**src/rtl/spi_target_port_if.sv**
```systemverilog
// Byte-stream side of the SPI target port.
// slave is the port itself, master is the user logic.
interface spi_target_port_if;
    logic [7:0] rx_data_o;
    logic       rx_valid_o;
    logic       rx_ready_i;
    logic [7:0] tx_data_i;
    logic       tx_valid_i;
    logic       tx_ready_o;
    logic       rx_overflow_o;
    logic       cs_active_o;

    modport slave (
        output rx_data_o,
        output rx_valid_o,
        input  rx_ready_i,
        input  tx_data_i,
        input  tx_valid_i,
        output tx_ready_o,
        output rx_overflow_o,
        output cs_active_o
    );

    modport master (
        input  rx_data_o,
        input  rx_valid_o,
        output rx_ready_i,
        output tx_data_i,
        output tx_valid_i,
        input  tx_ready_o,
        input  rx_overflow_o,
        input  cs_active_o
    );
endinterface

```
**src/rtl/spi_target_port.sv**
```systemverilog
// SPI mode-0 target with byte streams and a small receive FIFO.
// Pins are registered once; all SPI edges are seen in the clk_i domain.
module spi_target_port #(
    parameter int          RX_DEPTH  = 4,
    parameter logic [7:0]  IDLE_BYTE = 8'hFF
) (
    input  logic clk_i,
    input  logic rst_i,
    input  logic spi_sck_i,
    input  logic spi_csb_i,
    input  logic spi_sdi_i,
    output logic spi_sdo_o,
    output logic spi_sdo_en_o,
    spi_target_port_if.slave bus
);

    localparam int AW = $clog2(RX_DEPTH);

    typedef enum logic {
        IDLE,
        ACTIVE
    } state_t;

    state_t state_q, state_d;

    logic       sck_q, sck_q2, csb_q, sdi_q;
    logic       in_vld_q, hi_seen_q;
    logic [2:0] cnt_q;
    logic       done_q;
    logic [7:0] tx_sh_q, rx_sh_q;
    logic [7:0] mem_q [RX_DEPTH];
    logic [AW:0] wptr_q, rptr_q;

    logic       enter, leave, active;
    logic       sck_rise, sck_fall;
    logic       rise_act, fall_act, wrap;
    logic       load_tx, shift_tx;
    logic       full, empty, push, pop, ovf;
    logic [7:0] rx_byte;

    // hi_seen_q: csb must be seen high on real pins before a new select
    always_ff @(posedge clk_i) begin
        if (rst_i) begin
            sck_q     <= 1'b0;
            sck_q2    <= 1'b0;
            csb_q     <= 1'b1;
            sdi_q     <= 1'b0;
            in_vld_q  <= 1'b0;
            hi_seen_q <= 1'b0;
        end else begin
            sck_q     <= spi_sck_i;
            sck_q2    <= sck_q;
            csb_q     <= spi_csb_i;
            sdi_q     <= spi_sdi_i;
            in_vld_q  <= 1'b1;
            hi_seen_q <= hi_seen_q | (in_vld_q & csb_q);
        end
    end

    always_ff @(posedge clk_i) begin
        if (rst_i) state_q <= IDLE;
        else       state_q <= state_d;
    end

    always_comb begin
        state_d = state_q;
        enter   = 1'b0;
        leave   = 1'b0;
        unique case (state_q)
            IDLE: begin
                if (hi_seen_q && !csb_q) begin
                    state_d = ACTIVE;
                    enter   = 1'b1;
                end
            end
            ACTIVE: begin
                if (csb_q) begin
                    state_d = IDLE;
                    leave   = 1'b1;
                end
            end
            default: state_d = IDLE;
        endcase
    end

    assign active   = (state_q == ACTIVE);
    assign sck_rise = sck_q & ~sck_q2;
    assign sck_fall = ~sck_q & sck_q2;
    assign rise_act = active & ~csb_q & sck_rise;
    assign fall_act = active & ~csb_q & sck_fall;
    assign wrap     = rise_act & (cnt_q == 3'd7);
    assign rx_byte  = {rx_sh_q[6:0], sdi_q};

    assign load_tx  = enter
                    | (fall_act & (cnt_q == 3'd0) & done_q);
    assign shift_tx = fall_act & ~load_tx;

    assign empty = (wptr_q == rptr_q);
    assign full  = (wptr_q[AW] != rptr_q[AW])
                 && (wptr_q[AW-1:0] == rptr_q[AW-1:0]);
    assign pop   = ~empty & bus.rx_ready_i;
    // a pop in the same cycle frees the slot for a push into a full FIFO
    assign push  = wrap & (~full | pop);
    assign ovf   = wrap & ~push;

    always_ff @(posedge clk_i) begin
        if (rst_i) begin
            cnt_q   <= 3'd0;
            done_q  <= 1'b0;
            tx_sh_q <= IDLE_BYTE;
            rx_sh_q <= 8'h00;
            wptr_q  <= '0;
            rptr_q  <= '0;
        end else begin
            if (enter || leave) begin
                cnt_q   <= 3'd0;
                done_q  <= 1'b0;
                rx_sh_q <= 8'h00;
            end else if (rise_act) begin
                cnt_q   <= cnt_q + 3'd1;
                rx_sh_q <= rx_byte;
                if (wrap) done_q <= 1'b1;
            end
            if (load_tx) begin
                tx_sh_q <= bus.tx_valid_i ? bus.tx_data_i
                                          : IDLE_BYTE;
            end else if (shift_tx) begin
                tx_sh_q <= {tx_sh_q[6:0], 1'b0};
            end
            if (push) wptr_q <= wptr_q + 1'b1;
            if (pop)  rptr_q <= rptr_q + 1'b1;
        end
    end

    always_ff @(posedge clk_i) begin
        if (!rst_i && push) mem_q[wptr_q[AW-1:0]] <= rx_byte;
    end

    assign spi_sdo_o         = active ? tx_sh_q[7] : 1'b1;
    assign spi_sdo_en_o      = active;
    assign bus.cs_active_o   = active;
    assign bus.rx_valid_o    = ~empty;
    assign bus.rx_data_o     = empty ? 8'h00
                             : mem_q[rptr_q[AW-1:0]];
    assign bus.tx_ready_o    = ~rst_i & load_tx & bus.tx_valid_i;
    assign bus.rx_overflow_o = ~rst_i & ovf;

endmodule
```
**src/flat_wrapper.sv**
```systemverilog
// flat-port wrapper written by rule: the top's interface ports become plain ports
module spi_target_port_flat 
#(
    parameter int          RX_DEPTH  = 4,
    parameter logic [7:0]  IDLE_BYTE = 8'hFF
)
  (clk_i, rst_i, spi_sck_i, spi_csb_i, spi_sdi_i, spi_sdo_o, spi_sdo_en_o, bus_rx_data_o, bus_rx_valid_o, bus_rx_ready_i, bus_tx_data_i, bus_tx_valid_i, bus_tx_ready_o, bus_rx_overflow_o, bus_cs_active_o);
  spi_target_port_if bus_i ();
  input  logic clk_i;
  input  logic rst_i;
  input  logic spi_sck_i;
  input  logic spi_csb_i;
  input  logic spi_sdi_i;
  output logic spi_sdo_o;
  output logic spi_sdo_en_o;
  output wire logic [$bits(bus_i.rx_data_o)-1:0] bus_rx_data_o;
  output wire logic [$bits(bus_i.rx_valid_o)-1:0] bus_rx_valid_o;
  input wire logic [$bits(bus_i.rx_ready_i)-1:0] bus_rx_ready_i;
  input wire logic [$bits(bus_i.tx_data_i)-1:0] bus_tx_data_i;
  input wire logic [$bits(bus_i.tx_valid_i)-1:0] bus_tx_valid_i;
  output wire logic [$bits(bus_i.tx_ready_o)-1:0] bus_tx_ready_o;
  output wire logic [$bits(bus_i.rx_overflow_o)-1:0] bus_rx_overflow_o;
  output wire logic [$bits(bus_i.cs_active_o)-1:0] bus_cs_active_o;
  assign bus_rx_data_o = bus_i.rx_data_o;
  assign bus_rx_valid_o = bus_i.rx_valid_o;
  assign bus_i.rx_ready_i = bus_rx_ready_i;
  assign bus_i.tx_data_i = bus_tx_data_i;
  assign bus_i.tx_valid_i = bus_tx_valid_i;
  assign bus_tx_ready_o = bus_i.tx_ready_o;
  assign bus_rx_overflow_o = bus_i.rx_overflow_o;
  assign bus_cs_active_o = bus_i.cs_active_o;
  spi_target_port #(.RX_DEPTH(RX_DEPTH), .IDLE_BYTE(IDLE_BYTE)) u_core (.clk_i(clk_i), .rst_i(rst_i), .spi_sck_i(spi_sck_i), .spi_csb_i(spi_csb_i), .spi_sdi_i(spi_sdi_i), .spi_sdo_o(spi_sdo_o), .spi_sdo_en_o(spi_sdo_en_o), .bus(bus_i));
endmodule
```
**config.mk**
```make
export PLATFORM = sky130hd
export DESIGN_NAME = spi_target_port_flat
export DESIGN_NICKNAME = d
export VERILOG_FILES = /design/src/rtl/spi_target_port_if.sv /design/src/rtl/spi_target_port.sv /design/src/flat_wrapper.sv
export SDC_FILE = /design/constraint.sdc
export NUM_CORES = 1
export LEC_CHECK = 0
export BUFFER_PORTS_ARGS = -buffer_cell sky130_fd_sc_hd__buf_2
export CAP_MARGIN = 20
export CORE_MARGIN = 2
export CORE_UTILIZATION = 40
export CTS_BUF_LIST = sky130_fd_sc_hd__clkbuf_4
export CTS_CLUSTER_SIZE = 30
export DETAILED_ROUTE_END_ITERATION = 10
export GPL_TIMING_DRIVEN = 0
export SYNTH_ARGS = -nofsm -noshare
export SYNTH_HDL_FRONTEND = slang
export SYNTH_SLANG_ARGS = --single-unit
```
**constraint.sdc**
```tcl
create_clock -name clk_i -period 2.4 [get_ports clk_i]
set_input_delay 0.48 -clock clk_i [delete_from_list [all_inputs] [get_ports clk_i]]
set_output_delay 0.48 -clock clk_i [all_outputs]
set_load 0.03 [all_outputs]
```
Word level (Yosys, flattened, before mapping)
Memories as Yosys holds them, arrays and structs flattened. A register that Yosys moved wholly into a read port is not among the register bits.
Cells that the tools add are included.

word-level totals
  register bits = 32
  latch bits = 0
  memory bits (writable) = 32
  memory bits (read-only) = 0
  input port bits = 15
  output and inout port bits = 14
  word-level logic and storage cells = 75
  memories = 1

memories
  name          words  width  read ports  clocked after memory_dff  write ports  RTL line               source
  u_core.mem_q  4      8      1           1                         1            spi_target_port.sv:31  logic [7:0] mem_q [RX_DEPTH];

cells by class
  add/sub/neg operators = 3
  $mul = 0
  div/mod/pow operators = 0
  $lt $le $gt $ge = 0
  equality and inequality tests = 4
  shift operators = 0
  multiplexer cells = 16
  bitwise operators = 28
  reductions and logical operators = 10

operators with widths
  operator               count
  $mux W8                4
  $and A1 B1 Y1          16
  $add A3 B1 Y3 const B  3
  $mux W1                9
  $not A1 Y1             9
  $mux W2                2
  $eq A3 B3 Y1           1
  $eq A3 B3 Y1 const B   1
  $logic_and A1 B1 Y1    3
  $logic_not A3 Y1       1
  $or A1 B1 Y1           3
  $eq A2 B2 Y1           1
  $logic_not A1 Y1       2
  $pmux W1 S2            1
  $reduce_and A2 Y1      1
  $reduce_bool A2 Y1     1
  $reduce_or A2 Y1       1
  $logic_or A1 B1 Y1     1
  $ne A1 B1 Y1           1

Longest topological paths before layout
  depth in word-level cells = 10
  mapped depth = 7
  depth with buffers taken out = 6

Worst setup path before layout
OpenSTA, ideal clock, no wires.

  kind = reg2out
  start point = reg u_core.state_q, in the netlist u_core.bus.cs_active_o
  end point = out bus_tx_ready_o
  data arrival time = 1887 ps
  data required time = 1920 ps
  slack = 33 ps
  cell stages (with the launch flop) = 5
  path buffers = 1
  cell sequence = dfxtp_1 > nand3b_1 > a21o_1 > clkbuf_1 > nor3_1

between the ends
  cells in the longest elaborated chain, start to end = 7
  elaborated cells on any way between the ends = 8
  those cells by class = 1 x mux; 7 x bitwise

ends and longest elaborated chain
  item                          RTL line                source
  start: declaration            spi_target_port.sv:24   state_t state_q, state_d;
  start signal: assignment      spi_target_port.sv:62   else state_q <= state_d;
  $and A1 B1 Y1 (2 in a row)    spi_target_port.sv:90   assign fall_act = active & ~csb_q & sck_fall;
  $and A1 B1 Y1 (2 in a row)    spi_target_port.sv:95   | (fall_act & (cnt_q == 3'd0) & done_q);
  $or A1 B1 Y1 *                spi_target_port.sv:95
  $and A1 B1 Y1 * (2 in a row)  spi_target_port.sv:145  assign bus.tx_ready_o = ~rst_i & load_tx & bus.tx_valid_i;
  end: declaration              flat_wrapper.sv:21      output wire logic [$bits(bus_i.tx_ready_o)-1:0] bus_tx_ready_o;

Every way passes the cells marked *; elsewhere a longest branch is shown, timed or not.

==> results.md <==
- Kind of critical path: reg2out
- CTS tree: built
- Layout cell share with drive strength beyond 1: between 20% and 30%
- Number of global-route vias before repair: 1612
- Count of final setup violators: 0
- Setup Skew: around 12 ps
- Ports: 29
- RSZ-0062 raised after global routing: false
- Yosys top cell by area: edfxtp_1
- Avg Inst Size Synth: roughly 12 sq um
- Top cell type's share of synthesized area: a little over a third
- Routed WL: 4640 um
- Crit path largest cell delay: between 500 and 600 ps
- Arrival time worst endpoint: about 1800 ps
- Peak supply drop: about 0.00028 V
- DRT Pass-1 Iters: 4
- Sequential share of the synthesized area: 60.9%
- Clock buffer depth: 2
- GRT Resource Usage Total: between 10 and 15%
- Max capacitance violation total: 0
- Synth warnings: 0
- Tightest Pin Transition: 508 ps
- Std-Cell Rows: 29
- Die Y-Extent: 86.1 um
- DRC Markers: 0
- Syn-to-layout area delta: 17.4%
- Synthesized cell area: around 0.0027 sq mm
- Clk sinks: 66
- Critical path, cell by cell: clkbuf_4, mux4_2, nor2b_1, buf_2
- Fin crit share: between 90 and 100%
- Status: completed
- Post-DP HPWL: roughly 3100 um
- Slew Limit Fails: 0
- Final instance area: 0.00316 sq mm
- Final TNS setup: 0 ps
- Clk slew on worst S/H paths: ~110 ps
- PwrDens: approximately 660 mW/mm^2
- Root Driver: clkbuf_4
- Cell count after synthesis: ~220
- Largest net degree at the start of global routing: 17
- Critical Path Sink Type: output port
- Core Area: 0.00642 sq mm
- ANT nets after route: 0
- Mapped Nets: between 200 and 250
- Die X: ~86 um
- Leak: approximately 1.2 nW
- FILL cells: approximately 600
- Initial core utilization: about two fifths
- TritonCTS buffer count: 9
- Hold_buf cts: 0
- Worst skew pair latency: 410 ps
- Synthesized flop and latch total: 66
- Die area: approximately 0.0074 sq mm
- Gpl congestion: just over 0.7
- Final hold vios: 0
- Worst relative slew slack: around two thirds
- Worst EP required: 1920 ps
- H-tree depth: 3
- Via count: around 1700
- Total gr overflow: 0
- Wire per inst: between 10 and 15 um
- Worst hold path type: in2reg
- IO buf count: 27
- Final Power: approximately 2.1 mW
- Antenna Cells: 0
- Dpl cell area: approximately 0.0029 sq mm
- Detailed Route Iter0 Violations: slightly above 70
- CP startpoint kind: flip-flop
- Worst Path Max Fanout: 8
- Tmin final: between 2000 and 2500 ps
- Critical path's slowest cell: mux4_2
- FMAX: about 440 MHz
- Yosys cell types: 39
- Commonest non-fill, non-tap cell in the layout: edfxtp_1
- Initial antenna violation count: 0
- Routed vias/inst: roughly 5
- Nets: around 280
- Commonest cells after routing, fill and taps aside: edfxtp_1 (32), dfxtp_1 (31), buf_2 (28)
- First-pass GRT wire length: roughly 7700 um
- Top cells by area, synth: edfxtp_1 (36%), dfxtp_1 (25%), mux4_2 (6.7%)
worst max-delay path: cells and delay by family (launching register included):
| kind | cells | cell delay, ps |
|---|---|---|
| buffers and inverters | 2 | 410 |
| flip-flops | 1 | 320 |
| multiplexers | 1 | 540 |
| AND/OR/NAND/NOR | 1 | 140 |
state kept, by name (all words and copies together), names as in the netlist, named ones only:
register,flops
u_core.csb_q,1
u_core.wptr_q,3
u_core.mem_q,32
u_core.cnt_q,3
u_core.sdi_q,1
u_core.sck_q2,1
u_core.rx_sh_q,7
u_core.done_q,1
u_core.sck_q,1
u_core.hi_seen_q,1
u_core.in_vld_q,1
u_core.tx_sh_q,8
u_core.bus.cs_active_o,1
u_core.rptr_q,3
path summary, 6_finish.rpt:
kind                startpoint            endpoint  slack (ps)  cells after the start
max                  flip-flop    bus_rx_data_o[2]         110                      4
min                  spi_csb_i        u_core.csb_q         250                      2
max reg2reg   u_core.rptr_q[0]  u_core.mem_q[1][0]         380                      5
min reg2reg  u_core.tx_sh_q[7]   u_core.tx_sh_q[7]         480                      2
stage by stage:
stage / util (%) / worst slack (ps) / hold WS [ps] / cells
floorplan: - / 32.5 / 429 / 219
global placement: 45.6 / 291 / 446 / 323
detailed placement: 45.6 / 269 / 460 / 323
CTS: 48.4 / 1.69 / 234 / 338
global route: 49.3 / 19.9 / 233 / 340
finish: 49.3 / 109 / 249 / 340
power by group:
part           internal [mW]  total [mW]  leakage [nW]  switching (mW)
clock                  0.432       0.855        0.0890           0.423
sequential              1.18        1.19         0.570         0.00948
combinational         0.0251      0.0556         0.516          0.0305
timing repair:
item	CTS	global route
pin swaps	0	1
buffers inserted	0	3
gates cloned	0	0
endpoints found under the setup margin	10	10
resized for setup	5	11
layer usage:
metal,part of all wire [%],track usage [%],up-vias
met1,46,16.9,782
met5,0,0,-
met3,3.3,3.56,9
met2,48,22.8,28
met4,2.1,7.36,0
li1,-,-,864
synthesized netlist by cell type (all sizes together):
| library cell | number |
|---|---|
| dfxtp | 34 |
| edfxtp | 32 |
| a21oi | 24 |
| nand2 | 24 |
| o21ai | 11 |
| nor2b | 10 |
| ha | 8 |
| mux4 | 8 |
| clkbuf | 7 |
| nor2 | 7 |
| o22ai | 7 |
| inv | 6 |
| buf | 5 |
| and2 | 4 |
| nor3 | 4 |
| xor2 | 4 |
| nand2b | 3 |
| nor3b | 3 |
| and2b | 2 |
| nand3 | 2 |
| or2 | 2 |
| or3 | 2 |
| a21o | 1 |
| and3b | 1 |
| and4bb | 1 |
| mux2 | 1 |
| mux2i | 1 |
| nand3b | 1 |
| nand4bb | 1 |
| nor4b | 1 |
| o31ai | 1 |
| or3b | 1 |
kinds of logic after synthesis:
group	after synthesis	share of synthesized area, %
simple gates	69	14.8
xor+xnor	4	1.58
compound gates	44	8.68
flops	66	60.9
fa+ha+maj	8	3.71
mux	10	7.61
buf+inv	18	2.78
final cells by class:
cell class | instances | area [sq um] | area share [%]
Sequential cell | 66 | 1650 | 52.0
Inverter | 6 | 22.5 | 0.712
Timing Repair Buffer | 30 | 160 | 5.06
Tap cell | 77 | 96.3 | 3.04
Clock buffer | 9 | 67.6 | 2.14
Multi-Input combinational cell | 135 | 1020 | 32.3
Buffer | 10 | 51.3 | 1.62
Clock inverter | 7 | 98.8 | 3.12
No activity file was read; power rests on OpenSTA's default activity.
